## src/rtl/recepcao_comandos_servo.sv

```systemverilog
// Frame parser between the 7E1 receiver and the three servo controllers: "#d1d2d3" sets all positions at once.
// Define CHECKSUM_EN to require a fifth char '0' + ((d1+d2+d3) mod 4) before the positions are loaded.
module recepcao_comandos_servo #(
  parameter int         TIMEOUT_CICLOS = 1_000_000,
  parameter int         N_TIMEOUT      = 20,
  parameter logic [6:0] CABECALHO      = 7'h23
) (
  input  logic       clock,
  input  logic       reset,
  input  logic [6:0] dado_rx,
  input  logic       pronto_rx,
  output logic [1:0] posicao1,
  output logic [1:0] posicao2,
  output logic [1:0] posicao3,
  output logic       novo_frame,
  output logic       erro_frame,
  output logic       ocupado,
  output logic [2:0] db_estado,
  output logic [7:0] db_cont_erros
);

  typedef enum logic [2:0] {
    ESPERA_CAB = 3'd0,
    ESPERA_D1  = 3'd1,
    ESPERA_D2  = 3'd2,
    ESPERA_D3  = 3'd3,
    ATUALIZA   = 3'd4,
    ERRO       = 3'd5,
    ESPERA_CS  = 3'd6
  } estado_t;

  localparam logic [N_TIMEOUT-1:0] LIMITE_TIMEOUT = N_TIMEOUT'(TIMEOUT_CICLOS - 1);

  estado_t              estado_q;
  logic [1:0]           s1_q, s2_q;
  logic [1:0]           pos1_q, pos2_q, pos3_q;
  logic                 novo_q, erro_q;
  logic [7:0]           cont_erros_q, cont_erros_d;
  logic [N_TIMEOUT-1:0] timer_q;
  logic                 eh_cab, eh_digito, timeout_hit;
  logic [1:0]           valor;
`ifdef CHECKSUM_EN
  logic [1:0]           s3_q;
  logic [1:0]           cs_esperado;
  assign cs_esperado = s1_q + s2_q + s3_q;
`endif

  assign eh_cab       = (dado_rx == CABECALHO);
  assign eh_digito    = (dado_rx[6:2] == 5'b01100);
  assign valor        = dado_rx[1:0];
  assign timeout_hit  = (timer_q == LIMITE_TIMEOUT);
  assign cont_erros_d = (cont_erros_q == 8'hFF) ? cont_erros_q : cont_erros_q + 8'd1;

  // Every rejection (bad char, timeout or resync header) bumps the error count on the edge it is detected.
  always_ff @(posedge clock or posedge reset) begin
    if (reset) begin
      estado_q     <= ESPERA_CAB;
      s1_q         <= 2'b00;
      s2_q         <= 2'b00;
`ifdef CHECKSUM_EN
      s3_q         <= 2'b00;
`endif
      pos1_q       <= 2'b00;
      pos2_q       <= 2'b00;
      pos3_q       <= 2'b00;
      novo_q       <= 1'b0;
      erro_q       <= 1'b0;
      cont_erros_q <= 8'd0;
      timer_q      <= '0;
    end else begin
      novo_q <= 1'b0;
      erro_q <= 1'b0;
      case (estado_q)
`ifdef CHECKSUM_EN
        ESPERA_D1, ESPERA_D2, ESPERA_D3, ESPERA_CS: begin
`else
        ESPERA_D1, ESPERA_D2, ESPERA_D3: begin
`endif
          if (pronto_rx) begin
            timer_q <= '0;
            if (eh_cab) begin
              estado_q     <= ESPERA_D1;
              erro_q       <= 1'b1;
              cont_erros_q <= cont_erros_d;
            end else if (!eh_digito) begin
              estado_q     <= ERRO;
              erro_q       <= 1'b1;
              cont_erros_q <= cont_erros_d;
            end else begin
              case (estado_q)
                ESPERA_D1: begin
                  s1_q     <= valor;
                  estado_q <= ESPERA_D2;
                end
                ESPERA_D2: begin
                  s2_q     <= valor;
                  estado_q <= ESPERA_D3;
                end
`ifdef CHECKSUM_EN
                ESPERA_D3: begin
                  s3_q     <= valor;
                  estado_q <= ESPERA_CS;
                end
                default: begin
                  if (valor == cs_esperado) begin
                    pos1_q   <= s1_q;
                    pos2_q   <= s2_q;
                    pos3_q   <= s3_q;
                    novo_q   <= 1'b1;
                    estado_q <= ATUALIZA;
                  end else begin
                    estado_q     <= ERRO;
                    erro_q       <= 1'b1;
                    cont_erros_q <= cont_erros_d;
                  end
                end
`else
                default: begin
                  pos1_q   <= s1_q;
                  pos2_q   <= s2_q;
                  pos3_q   <= valor;
                  novo_q   <= 1'b1;
                  estado_q <= ATUALIZA;
                end
`endif
              endcase
            end
          end else if (timeout_hit) begin
            timer_q      <= '0;
            estado_q     <= ERRO;
            erro_q       <= 1'b1;
            cont_erros_q <= cont_erros_d;
          end else begin
            timer_q <= timer_q + 1'b1;
          end
        end
        // Idle, ATUALIZA and ERRO (and any illegal code) only react to a header.
        default: begin
          timer_q <= '0;
          if (pronto_rx && eh_cab) begin
            estado_q <= ESPERA_D1;
          end else begin
            estado_q <= ESPERA_CAB;
          end
        end
      endcase
    end
  end

  assign posicao1      = pos1_q;
  assign posicao2      = pos2_q;
  assign posicao3      = pos3_q;
  assign novo_frame    = novo_q;
  assign erro_frame    = erro_q;
  assign db_estado     = estado_q;
  assign db_cont_erros = cont_erros_q;
  assign ocupado       = (estado_q == ESPERA_D1) || (estado_q == ESPERA_D2) ||
                         (estado_q == ESPERA_D3) || (estado_q == ESPERA_CS);

endmodule

```

## config.mk

```make
export PLATFORM = sky130hd
export DESIGN_NAME = recepcao_comandos_servo
export DESIGN_NICKNAME = d
export VERILOG_FILES = /design/src/rtl/recepcao_comandos_servo.sv
export SDC_FILE = /design/constraint.sdc
export NUM_CORES = 1
export LEC_CHECK = 0
export ABC_AREA = 1
export BUFFER_PORTS_ARGS = -buffer_cell sky130_fd_sc_hd__clkbuf_2
export CORE_MARGIN = 4
export CORE_UTILIZATION = 37
export DETAILED_ROUTE_END_ITERATION = 8
export GPL_TIMING_DRIVEN = 0
export PLACE_DENSITY = 0.59
export SETUP_SLACK_MARGIN = 0.1
export SLEW_MARGIN = 5
export SYNTH_ARGS = -nofsm -noshare
export SYNTH_HDL_FRONTEND = slang
export SYNTH_SLANG_ARGS = --single-unit
export TNS_END_PERCENT = 30
```

## constraint.sdc

```tcl
create_clock -name clock -period 3 [get_ports clock]
set_clock_uncertainty 0.2 [all_clocks]
set_input_delay 0.6 -clock clock [delete_from_list [all_inputs] [get_ports clock]]
set_output_delay 0.6 -clock clock [all_outputs]
set_load 0.005 [all_outputs]
```

==> summary.log <==
qor: power.power.static_leakage 1.28 nW
qor: floorplan.core_ar 0.00596 sq mm
qor: grt.first_global_vias 1,870
qor: timing.final_max_slew_viol_count 0
qor: timing.timing.final.crit_period 2.02 ns
qor: clock_tree.cts.repair.resized 0
qor: floorplan.initial_utilization 38.4%
qor: synth.avgSynthCellArea 7.67 sq um
qor: layout.layout_commonest_cell sky130_fd_sc_hd__nand2_1
qor: timing.setup_repair_after_global_routing_missed_its_margin false
qor: detailed_routing.totalWireLength 4.72 mm
qor: critical_path.crit_cells 5
qor: critical_path.timing.critical_path.slowest_cell_delay 0.37 ns
qor: critical_path.timing.critical_path.to_type output port
qor: timing.setup_tns 0 ns
qor: critical_path.worst_reg_to_reg_path_cell_count 8
qor: synth.synth-seq-cells 43
qor: status.status completed
qor: timing.maxClockFrequency 494 MHz
qor: timing.max_slew.worst_pin.slew 0.383 ns
qor: clock_tree.cts_sinks 43
qor: clock_tree.cts_made_buffers 5
qor: layout.layout.cells.most_common_list sky130_fd_sc_hd__nand2_1, sky130_fd_sc_hd__nor2_1, sky130_fd_sc_hd__dfrtp_1, sky130_fd_sc_hd__inv_1, sky130_fd_sc_hd__clkbuf_2
qor: grt.grt-ovfl-total 0
qor: clock_tree.insertion_delay 0.29 ns
qor: detailed_routing.detailroute.wirelength.met3 180 um
qor: critical_path.critPathRequiredTime 2.20 ns
qor: timing.finalHoldWorstSlack 0.0536 ns
qor: clock_tree.cts.hold.buffers_added 0
qor: critical_path.worstPathCellList inv_1 > nor2_1 > inv_1 > o21ai_0 > clkbuf_2
qor: clock_tree.cts.repair_timing.setup_buffer_count 0
qor: critical_path.worst_path_dominant_cell_family flip-flops
qor: synth.netlist.top_cell.by_area sky130_fd_sc_hd__dfrtp_1
qor: synth.yosysTopAreaCellShare 47.1%
qor: clock_tree.htree_levels 2
qor: placement.gp_congestion 0.799
qor: floorplan.die_height 86.6 um
qor: floorplan.floorplan.die_area 0.00750 sq mm
qor: floorplan.design.portCount 30
qor: clock_tree.clk_pin_slew 0.09 ns
qor: critical_path.nature_of_the_critical_path_startpoint flop
qor: synth.yosysWarningCount 0
qor: grt.grt_pass1_wl 8.25 mm
qor: critical_path.cp.arrival 1.22 ns
qor: run.max_cap_violations 0
qor: grt.largest_net_degree_at_the_start_of_global_routing 29
qor: layout.flow.area_growth_from_synthesis 17.3%
qor: critical_path.timing.critical_path.fanout_max 3
qor: synth.ys_dominant_reg_cell sky130_fd_sc_hd__dfrtp_1
qor: timing.relSlewSlack 74.4%
qor: synth.synthesis.area 0.00228 sq mm
qor: detailed_routing.topRoutingLayerUsed met4
qor: critical_path.critical_path_class flop to output port
qor: grt.grt.total_usage 13.6%
qor: placement.hpwl 3.45 mm
qor: detailed_routing.wl_per_cell 11.5 um
qor: synth.yosysSeqAreaShare 47.1%
qor: synth.synth.lib_cells_used.distinct 28
qor: timing.finalCritPeriodShare 67.4%
qor: critical_path.cp_common_cell sky130_fd_sc_hd__inv_1
qor: power.powerDensity 489 mW/mm^2
qor: synth.synthesized_nets 310
qor: timing.hold_viol 0
qor: floorplan.row_count 28
qor: placement.port_buffers 29
qor: detailed_routing.wire_length_on_met2 2.12 mm
qor: grt.grt_antenna_before_repair 0
qor: detailed_routing.antenna_left 0
qor: synth.synth_cells 298
qor: detailed_routing.dr.pass1.iters 4
qor: layout.final_layout_size_suffix_gt1_share 17.3%
qor: detailed_routing.initialDrtViolationCount 94
qor: critical_path.worstPathBufferInverterCount 3
qor: clock_tree.number_of_buffers_on_the_longest_clock_path 2
qor: synth.synthArstFlopShare 100%
qor: synth.synth_edf_count 0
qor: critical_path.slowest_stage sky130_fd_sc_hd__dfrtp_1
qor: layout.design.final.nets 347
qor: detailed_routing.drt_drc_violations_left 0
qor: detailed_routing.routed-via-count 1,944
qor: floorplan.die-width 86.6 um
qor: timing.final-setup-viol-count 0
qor: synth.synth_top_cells_by_area sky130_fd_sc_hd__dfrtp_1, sky130_fd_sc_hd__nand2_1, sky130_fd_sc_hd__nor2_1, sky130_fd_sc_hd__inv_1, sky130_fd_sc_hd__nand3_1
qor: power.power.ir.vdd_worst 462 uV
qor: layout.num_antenna_cells 0
qor: detailed_routing.avgViaCountPerCell 4.73
qor: clock_tree.tritoncts_clock_tree built
qor: detailed_routing.m1WireLength 2.38 mm
qor: clock_tree.cts.root.buffer_cell sky130_fd_sc_hd__clkbuf_8
qor: min_path.hold_path_class primary input to asynchronous set/reset pin
-- per-stage QoR --
| stage | worst slack, ns | instance area [sq um] | utilization [%] | power [W] | std cells |
|---|---|---|---|---|---|
| 2_1_floorplan | 1.20 | 2280 | - | 0.000726 | 298 |
| 3_3_place_gp | 0.585 | 2520 | 42.4 | 0.000782 | 402 |
| 3_5_place_dp | 1.06 | 2540 | 42.7 | 0.000787 | 403 |
| 4_1_cts | 0.954 | 2680 | 45.0 | 0.00133 | 411 |
| 5_1_grt | 0.828 | 2680 | 45.0 | 0.00138 | 411 |
| 6_report | 0.977 | 2680 | 45.0 | 0.00131 | 411 |
-- final timing paths --
check,start,slack [ns],to
worst min-delay path,reset,0.05,s2_q[0]$_DFFE_PP0P_
worst min register to register,timer_q[0]$_DFF_PP0_,0.26,timer_q[0]$_DFF_PP0_
worst max-delay path,db_estado[0]$_DFFE_PP0P_,0.98,ocupado
worst max register to register,timer_q[0]$_DFF_PP0_,1.18,timer_q[3]$_DFF_PP0_
min in group clock,timer_q[0]$_DFF_PP0_,0.26,timer_q[0]$_DFF_PP0_
max in group asynchronous,reset,2.07,timer_q[13]$_DFF_PP0_
-- cells in the mapped netlist, types with 3 or more instances --
master and instances:
sky130_fd_sc_hd__nand4_1 12, sky130_fd_sc_hd__nor2_1 52, sky130_fd_sc_hd__dfrtp_1 43, sky130_fd_sc_hd__nand3_2 3, sky130_fd_sc_hd__xor2_1 6, sky130_fd_sc_hd__nand2_1 80
sky130_fd_sc_hd__inv_1 37, sky130_fd_sc_hd__nor2_2 6, sky130_fd_sc_hd__xnor2_1 3, sky130_fd_sc_hd__nand3_1 20, sky130_fd_sc_hd__o21ai_0 8, sky130_fd_sc_hd__nor3_1 8
-- area by class of cell --
| class | count | area (sq um) |
|---|---|---|
| clock inverters | 3 | 67.6 |
| clock buffers | 5 | 68.8 |
| inverters | 38 | 143 |
| plain buffers | 4 | 42.5 |
| fillers | 623 | 3280 |
| well taps | 75 | 93.8 |
| flip-flops and latches | 43 | 1080 |
| multi-input cells | 213 | 1020 |
| repair buffers | 30 | 165 |
-- metal layers --
metal / global-route usage, % / vias up
met2: 22.5 / 35
met4: 3.82 / 0
met5: 0 / -
met1: 17.7 / 896
li1: - / 1009
met3: 3.23 / 4
-- kinds of logic after synthesis --
| group | synth area share [%] |
|---|---|
| AOI/OAI and AO/OA | 3.23 |
| xor gates and xnor gates | 3.45 |
| adders and majority gates | 1.10 |
| buffers and inverters | 8.10 |
| DFF | 47.1 |
| and+or+nand+nor | 37.0 |
-- state kept, by name, summed over array words and instances (netlist names) --
| signal | cells |
|---|---|
| s2_q | 2 |
| novo_frame | 1 |
| erro_frame | 1 |
| db_cont_erros | 8 |
| timer_q | 20 |
| db_estado | 3 |
| posicao2 | 2 |
| posicao1 | 2 |
| posicao3 | 2 |
| s1_q | 2 |
-- where the power goes --
group | internal (W) | switching [W] | total [W]
combinational | 0.0000566 | 0.0000862 | 0.000143
sequential | 0.000603 | 0.0000256 | 0.000629
clock | 0.000332 | 0.000208 | 0.000540
total | 0.000992 | 0.000320 | 0.00131
Note: power is estimated with default switching activity, not from simulation.
